## src/rtl/sfr_gpio.sv

```systemverilog
// sfr_gpio: N_PORTS x 8-bit GPIO on the r8051 SFR bus.
// OUT/DIR latches, synchronised inputs, edge-triggered flags and irq.
module sfr_gpio #(
   parameter int         N_PORTS     = 2,
   parameter logic [7:0] BASE_ADDR   = 8'hC0,
   parameter int         SYNC_STAGES = 2,
   parameter logic [7:0] RESET_OUT   = 8'hFF,
   parameter logic [7:0] RESET_DIR   = 8'hFF
) (
   input  logic                   clk,
   input  logic                   rst,
   input  logic                   sfr_rd_en,
   input  logic [7:0]             sfr_rd_addr,
   output logic [7:0]             sfr_rd_byte,
   output logic                   sfr_rd_hit,
   input  logic                   sfr_wr_en,
   input  logic [7:0]             sfr_wr_addr,
   input  logic [7:0]             sfr_wr_byte,
   input  logic [8*N_PORTS-1:0]   pin_in,
   output logic [8*N_PORTS-1:0]   pin_out,
   output logic [8*N_PORTS-1:0]   pin_oe,
   output logic                   irq
);

   localparam logic [8:0] WIN = 9'(N_PORTS * 8);
   localparam int CW = $clog2(SYNC_STAGES + 2);
   localparam logic [CW-1:0] CNT_MAX = CW'(SYNC_STAGES + 1);

   localparam logic [2:0] R_OUT   = 3'd0;
   localparam logic [2:0] R_DIR   = 3'd1;
   localparam logic [2:0] R_IN    = 3'd2;
   localparam logic [2:0] R_IEN   = 3'd3;
   localparam logic [2:0] R_IEDGE = 3'd4;
   localparam logic [2:0] R_IFLG  = 3'd5;

   logic [N_PORTS-1:0][7:0] out_q;
   logic [N_PORTS-1:0][7:0] dir_q;
   logic [N_PORTS-1:0][7:0] ien_q;
   logic [N_PORTS-1:0][7:0] iedge_q;
   logic [N_PORTS-1:0][7:0] iflg_q;
   logic [N_PORTS-1:0][7:0] prev_q;
   logic [N_PORTS-1:0][7:0] in_v;
   logic [N_PORTS-1:0][7:0] set_v;
   logic [N_PORTS-1:0][7:0] clr_v;

   logic [SYNC_STAGES-1:0][8*N_PORTS-1:0] sync_q;
   logic [CW-1:0] cnt_q;
   logic          settled;

   logic [7:0]         rd_off;
   logic [7:0]         wr_off;
   logic               rd_in_win;
   logic               wr_in_win;
   logic [7:0]         rd_val;
   logic [N_PORTS-1:0] wr_port;

   // Window decode: offset wraps for addresses below BASE_ADDR,
   // so a single unsigned compare rejects both sides.
   assign rd_off    = sfr_rd_addr - BASE_ADDR;
   assign wr_off    = sfr_wr_addr - BASE_ADDR;
   assign rd_in_win = ({1'b0, rd_off} < WIN);
   assign wr_in_win = ({1'b0, wr_off} < WIN);

   assign in_v    = sync_q[SYNC_STAGES-1];
   assign settled = (cnt_q == CNT_MAX);
   assign pin_out = out_q;
   assign pin_oe  = dir_q;

   // Read mux over the current (pre-write) register contents.
   always_comb begin
      rd_val = '0;
      for (int p = 0; p < N_PORTS; p++) begin
         if (rd_off[5:3] == 3'(p)) begin
            case (rd_off[2:0])
               R_OUT:   rd_val = out_q[p];
               R_DIR:   rd_val = dir_q[p];
               R_IN:    rd_val = in_v[p];
               R_IEN:   rd_val = ien_q[p];
               R_IEDGE: rd_val = iedge_q[p];
               R_IFLG:  rd_val = iflg_q[p];
               default: rd_val = '0;
            endcase
         end
      end
   end

   // Per-port write select and write-1-to-clear mask for IFLG.
   always_comb begin
      wr_port = '0;
      clr_v   = '0;
      for (int p = 0; p < N_PORTS; p++) begin
         wr_port[p] = sfr_wr_en & wr_in_win & (wr_off[5:3] == 3'(p));
         if (wr_port[p] && (wr_off[2:0] == R_IFLG))
            clr_v[p] = sfr_wr_byte;
      end
   end

   // Edge detect against IEDGE, gated until the sync chain has settled.
   always_comb begin
      set_v = '0;
      if (settled)
         set_v = (~prev_q & in_v & iedge_q)
               | (prev_q & ~in_v & ~iedge_q);
   end

   // Configuration registers written from the SFR bus.
   always_ff @(posedge clk) begin
      if (rst) begin
         out_q   <= {N_PORTS{RESET_OUT}};
         dir_q   <= {N_PORTS{RESET_DIR}};
         ien_q   <= '0;
         iedge_q <= '0;
      end else begin
         for (int p = 0; p < N_PORTS; p++) begin
            if (wr_port[p]) begin
               case (wr_off[2:0])
                  R_OUT:   out_q[p]   <= sfr_wr_byte;
                  R_DIR:   dir_q[p]   <= sfr_wr_byte;
                  R_IEN:   ien_q[p]   <= sfr_wr_byte;
                  R_IEDGE: iedge_q[p] <= sfr_wr_byte;
                  default: ;
               endcase
            end
         end
      end
   end

   // Interrupt flags: a new edge overrides a same-cycle clear.
   always_ff @(posedge clk) begin
      if (rst)
         iflg_q <= '0;
      else
         iflg_q <= (iflg_q & ~clr_v) | set_v;
   end

   // Pin synchroniser, previous-IN flop and post-reset settle counter.
   always_ff @(posedge clk) begin
      if (rst) begin
         sync_q <= '0;
         prev_q <= '0;
         cnt_q  <= '0;
      end else begin
         sync_q[0] <= pin_in;
         for (int s = 1; s < SYNC_STAGES; s++)
            sync_q[s] <= sync_q[s-1];
         prev_q <= in_v;
         if (cnt_q != CNT_MAX)
            cnt_q <= cnt_q + 1'b1;
      end
   end

   // Registered read port; holds while no strobe is present.
   always_ff @(posedge clk) begin
      if (rst) begin
         sfr_rd_byte <= '0;
         sfr_rd_hit  <= 1'b0;
      end else if (sfr_rd_en) begin
         sfr_rd_hit  <= rd_in_win;
         sfr_rd_byte <= rd_in_win ? rd_val : 8'h00;
      end
   end

   // Interrupt request from enabled, pending flags on any port.
   always_ff @(posedge clk) begin
      if (rst)
         irq <= 1'b0;
      else
         irq <= |(iflg_q & ien_q);
   end

endmodule

```

## config.mk

```make
export PLATFORM = sky130hd
export DESIGN_NAME = sfr_gpio
export DESIGN_NICKNAME = d
export VERILOG_FILES = /design/src/rtl/sfr_gpio.sv
export SDC_FILE = /design/constraint.sdc
export NUM_CORES = 1
export LEC_CHECK = 0
export ABC_AREA = 1
export CORE_MARGIN = 1.5
export CORE_UTILIZATION = 49
export DETAILED_ROUTE_END_ITERATION = 12
export HOLD_SLACK_MARGIN = 0.05
export PLACE_DENSITY_LB_ADDON = 0.1
export SYNTH_ARGS = -nofsm -noshare
export SYNTH_HDL_FRONTEND = slang
export SYNTH_SLANG_ARGS = --single-unit
```

## constraint.sdc

```tcl
create_clock -name clk -period 1.3 [get_ports clk]
set_input_delay 0.13 -clock clk [delete_from_list [all_inputs] [get_ports clk]]
set_output_delay 0.13 -clock clk [all_outputs]
set_load 0.005 [all_outputs]
```

==> impl_metrics.sql <==
INSERT INTO impl_metrics (metric_group, metric, value, unit) VALUES
('status', 'run_status', 'finished clean', ''),
('global_routing', 'grtUsageTotal', '0.318', ''),
('power', 'leak', '3.73', 'nW'),
('worst_setup_path', 'worst_setup_path_end_kind', 'flop', ''),
('sta', 'finalMaxSlewViolations', '0', ''),
('cts', 'cts_buffer_depth', '2', ''),
('worst_setup_path', 'worstSetupStartpointType', 'input pin', ''),
('sta', 'final.period_utilization', '0.989', ''),
('cts', 'clkLatencyLatePin', '0.43', 'ns'),
('sta', 'slew_headroom', '0.710', ''),
('worst_setup_path', 'critical_path_arrival', '1.60', 'ns'),
('layout', 'final_design_area_no_fill', '0.00824', 'mm^2'),
('sta', 'max_freq', '0.778', 'GHz'),
('sta', 'finalClockSkew', '0.00863', 'ns'),
('layout', 'ratio_of_cells_with_drive_above_1_in_the_final_layout', '0.164', ''),
('die', 'core.rowCount', '40', ''),
('sta', 'unrepaired_setup_endpoints_after_global_routing', 'true', ''),
('sta', 'total_setup_violations_reported_at_the_end_of_the_flow', '0', ''),
('layout', 'most_common_cell_after_layout_fill_and_taps_aside', 'sky130_fd_sc_hd__nand2_1', ''),
('hold_path', 'timing.hold.worst_path_depth', '4', ''),
('placement', 'port-buffer-count', '85', ''),
('drt', 'postRouteAntennaNets', '0', ''),
('worst_setup_path', 'path_common_cell', 'sky130_fd_sc_hd__buf_4', ''),
('power', 'fin_total_pwr', '10.1', 'mW'),
('sta', 'worst_slew_pin_slew', '0.435', 'ns'),
('cts', 'cts.clk_slew.worst_paths', '0.07', 'ns'),
('synthesis', 'synth_warnings', '0', ''),
('synthesis', 'seq_area_frac_synth', '0.467', ''),
('sta', 'setup_ws', '0.0143', 'ns'),
('die', 'chipWidth', '114', 'um'),
('drt', 'post_drt_via_cell_ratio', '5.49', ''),
('placement', 'routabilityCongestion', '0.931', ''),
('worst_setup_path', 'critical_path.slowest_cell', 'sky130_fd_sc_hd__clkdlybuf4s50_1', ''),
('worst_setup_path', 'crit_path_cell_trace', 'clkdlybuf4s50_1, buf_4, nor3_2, nand3_1, buf_4, o21ai_0, a21oi_1', ''),
('synthesis', 'synth_fp_nets', '891', ''),
('global_routing', 'grt_start_max_net_pins', '76', ''),
('cts', 'hold_buffers', '0', ''),
('power', 'worst_supply_voltage_drop_on_vdd', '1.33', 'mV'),
('cts', 'clock_sink_count', '140', ''),
('hold_path', 'hp-class', 'input pin to flop', ''),
('layout', 'mostFrequentLayoutCells', '156 x sky130_fd_sc_hd__nand2_1, 118 x sky130_fd_sc_hd__nor2_1, 108 x sky130_fd_sc_hd__dfxtp_1, 105 x sky130_fd_sc_hd__inv_1', ''),
('placement', 'postPlaceCellArea', '0.00743', 'mm^2'),
('sta', 'period_needed', '1.29', 'ns'),
('worst_setup_path', 'timing.setup.critical_path_class', 'input pin to flop', ''),
('synthesis', 'postSynthAreaPerCell', '7.09', 'um^2'),
('die', 'start_util', '0.501', ''),
('power', 'power_per_cell_area', '1220', 'mW/mm^2'),
('worst_setup_path', 'critical_path.max_fanout', '16', ''),
('global_routing', 'antenna_found_initial', '0', ''),
('cts', 'cts_htree_levels', '4', ''),
('global_routing', 'grt_first_pass_wirelength', '31.1', 'mm'),
('synthesis', 'post_synth_instance_area', '0.00600', 'mm^2'),
('die', 'die-area', '0.0129', 'mm^2'),
('global_routing', 'first_global_vias', '5893', ''),
('placement', 'post-place-ws', '-0.765', 'ns'),
('cts', 'ctsRootBufferMaster', 'sky130_fd_sc_hd__clkbuf_16', ''),
('die', 'die_height', '114', 'um'),
('sta', 'totalNegativeSetupSlack', '0', 'ns'),
('die', 'ioPinCount', '86', ''),
('drt', 'first_pass_iters', '5', ''),
('layout', 'synthToLayoutAreaGrowth', '37.4', '%'),
('die', 'core-area', '0.0120', 'mm^2'),
('worst_setup_path', 'required', '1.61', 'ns'),
('drt', 'routed_length_per_placed_instance', '17.5', 'um'),
('cts', 'cts-buffers-inserted', '17', ''),
('drt', 'starting_drt_drc_count', '633', ''),
('synthesis', 'netlist_instances', '846', ''),
('worst_setup_path', 'rr_worst_depth', '8', ''),
('layout', 'fin_nets', '1027', ''),
('drt', 'totalWireLength', '20.0', 'mm'),
('placement', 'dpl.hpwl', '14.7', 'mm'),
('flow_run', 'number_of_maximum_capacitance_violations', '0', ''),
('global_routing', 'gr-total-overflow', '0', ''),
('layout', 'antenna_fix_cells', '0', ''),
('cts', 'tritoncts', 'yes', ''),
('drt', 'drc', '0', ''),
('worst_setup_path', 'worst_path_largest_cell_delay', '0.46', 'ns'),
('layout', 'utilization', '0.689', ''),
('drt', 'num_vias', '6269', ''),
('synthesis', 'synth.distinct_cells', '22', ''),
('synthesis', 'ys_ff_latch', '140', ''),
('sta', 'final-hold-violation-count', '0', '');
logic make-up after synthesis:
kind of cell,after synthesis,share of synthesized area
XOR/XNOR,1,0.00146
AO/OA/AOI/OAI,165,0.153
AND/OR/NAND/NOR,387,0.277
flip-flops,140,0.467
adder cells (fa/ha/maj),1,0.00209
buffers and inverters,152,0.0995
power breakdown:
part,internal [mW],total [mW],switching (mW)
clock network,2.55,4.68,2.13
registers,4.38,4.43,0.0479
logic,0.394,0.948,0.555
total,7.33,10.1,2.73
synthesized netlist by cell type:
master                       n  area share
sky130_fd_sc_hd__clkbuf_1   20       0.013
sky130_fd_sc_hd__ha_1        1      0.0021
sky130_fd_sc_hd__o211ai_1   32       0.040
sky130_fd_sc_hd__a31oi_1     1      0.0010
sky130_fd_sc_hd__a221oi_1    2      0.0029
sky130_fd_sc_hd__or2_2       1      0.0010
sky130_fd_sc_hd__o21a_1      1      0.0013
sky130_fd_sc_hd__dfxtp_1   140        0.47
sky130_fd_sc_hd__o21ai_0    77       0.064
sky130_fd_sc_hd__inv_1     108       0.068
sky130_fd_sc_hd__nor4_4      1      0.0035
sky130_fd_sc_hd__buf_1       4      0.0025
sky130_fd_sc_hd__a21oi_1    52       0.043
sky130_fd_sc_hd__nand3_1    58       0.048
sky130_fd_sc_hd__nand4_1    43       0.045
sky130_fd_sc_hd__xor2_1      1      0.0015
sky130_fd_sc_hd__buf_2      18       0.015
sky130_fd_sc_hd__buf_4       1      0.0013
sky130_fd_sc_hd__clkinv_1    1     0.00063
sky130_fd_sc_hd__nor3_1      5      0.0042
sky130_fd_sc_hd__nor2_1    120       0.075
sky130_fd_sc_hd__nand2_1   159        0.10
routing by layer:
metal  track usage  share of wire
met5             0              0
met4         0.138          0.037
met3        0.0526          0.063
met2         0.503           0.45
met1         0.432           0.45
area by class of cell:
| class | instances | area [um^2] |
|---|---|---|
| clock buffer | 17 | 425 |
| clock inverter | 15 | 145 |
| fill | 1042 | 3720 |
| inverter | 109 | 413 |
| multi-input combinational | 554 | 2700 |
| sequential | 140 | 2840 |
| tap | 147 | 184 |
| timing repair buffer | 160 | 1530 |
critical path: cells and delay by family:
family                 cells  cell delay (ns)
buffers and inverters      3             0.84
AND/OR/NAND/NOR            2             0.38
AO/OA/AOI/OAI              2             0.24
state kept, by name, indices dropped and copies added, names as in the netlist, 16 cells and up:
signal	count
sync_q	16
pin_oe	16
ien_q	16
iedge_q	16
pin_out	16
in_v	16
iflg_q	16
prev_q	16
metrics by stage:
step	hold WS (ns)	instances
6_report	0.155	1142
3_3_place_gp	0.389	1097
3_5_place_dp	0.395	1097
5_1_grt	0.192	1142
4_1_cts	0.148	1135
2_1_floorplan	0.237	846
repair_timing:
| action | 4_1_cts | 5_1_grt |
|---|---|---|
| endpoints found under the setup margin | 62 | 85 |
| pin swaps | 1 | 6 |
| gates cloned | 0 | 2 |
| gates resized for setup | 93 | 56 |
| setup buffers | 6 | 5 |
path summary, 6_finish.rpt:
path,startpoint,end,slack (ns)
min reg2reg,sync_q[11],in_v[11],0.40
max reg2reg,pin_oe[6],sfr_rd_byte[6],0.10
max,sfr_wr_addr[1],iedge_q[1],0.01
min,rst,iedge_q[10],0.15
Note: power is estimated with default switching activity, not from simulation.
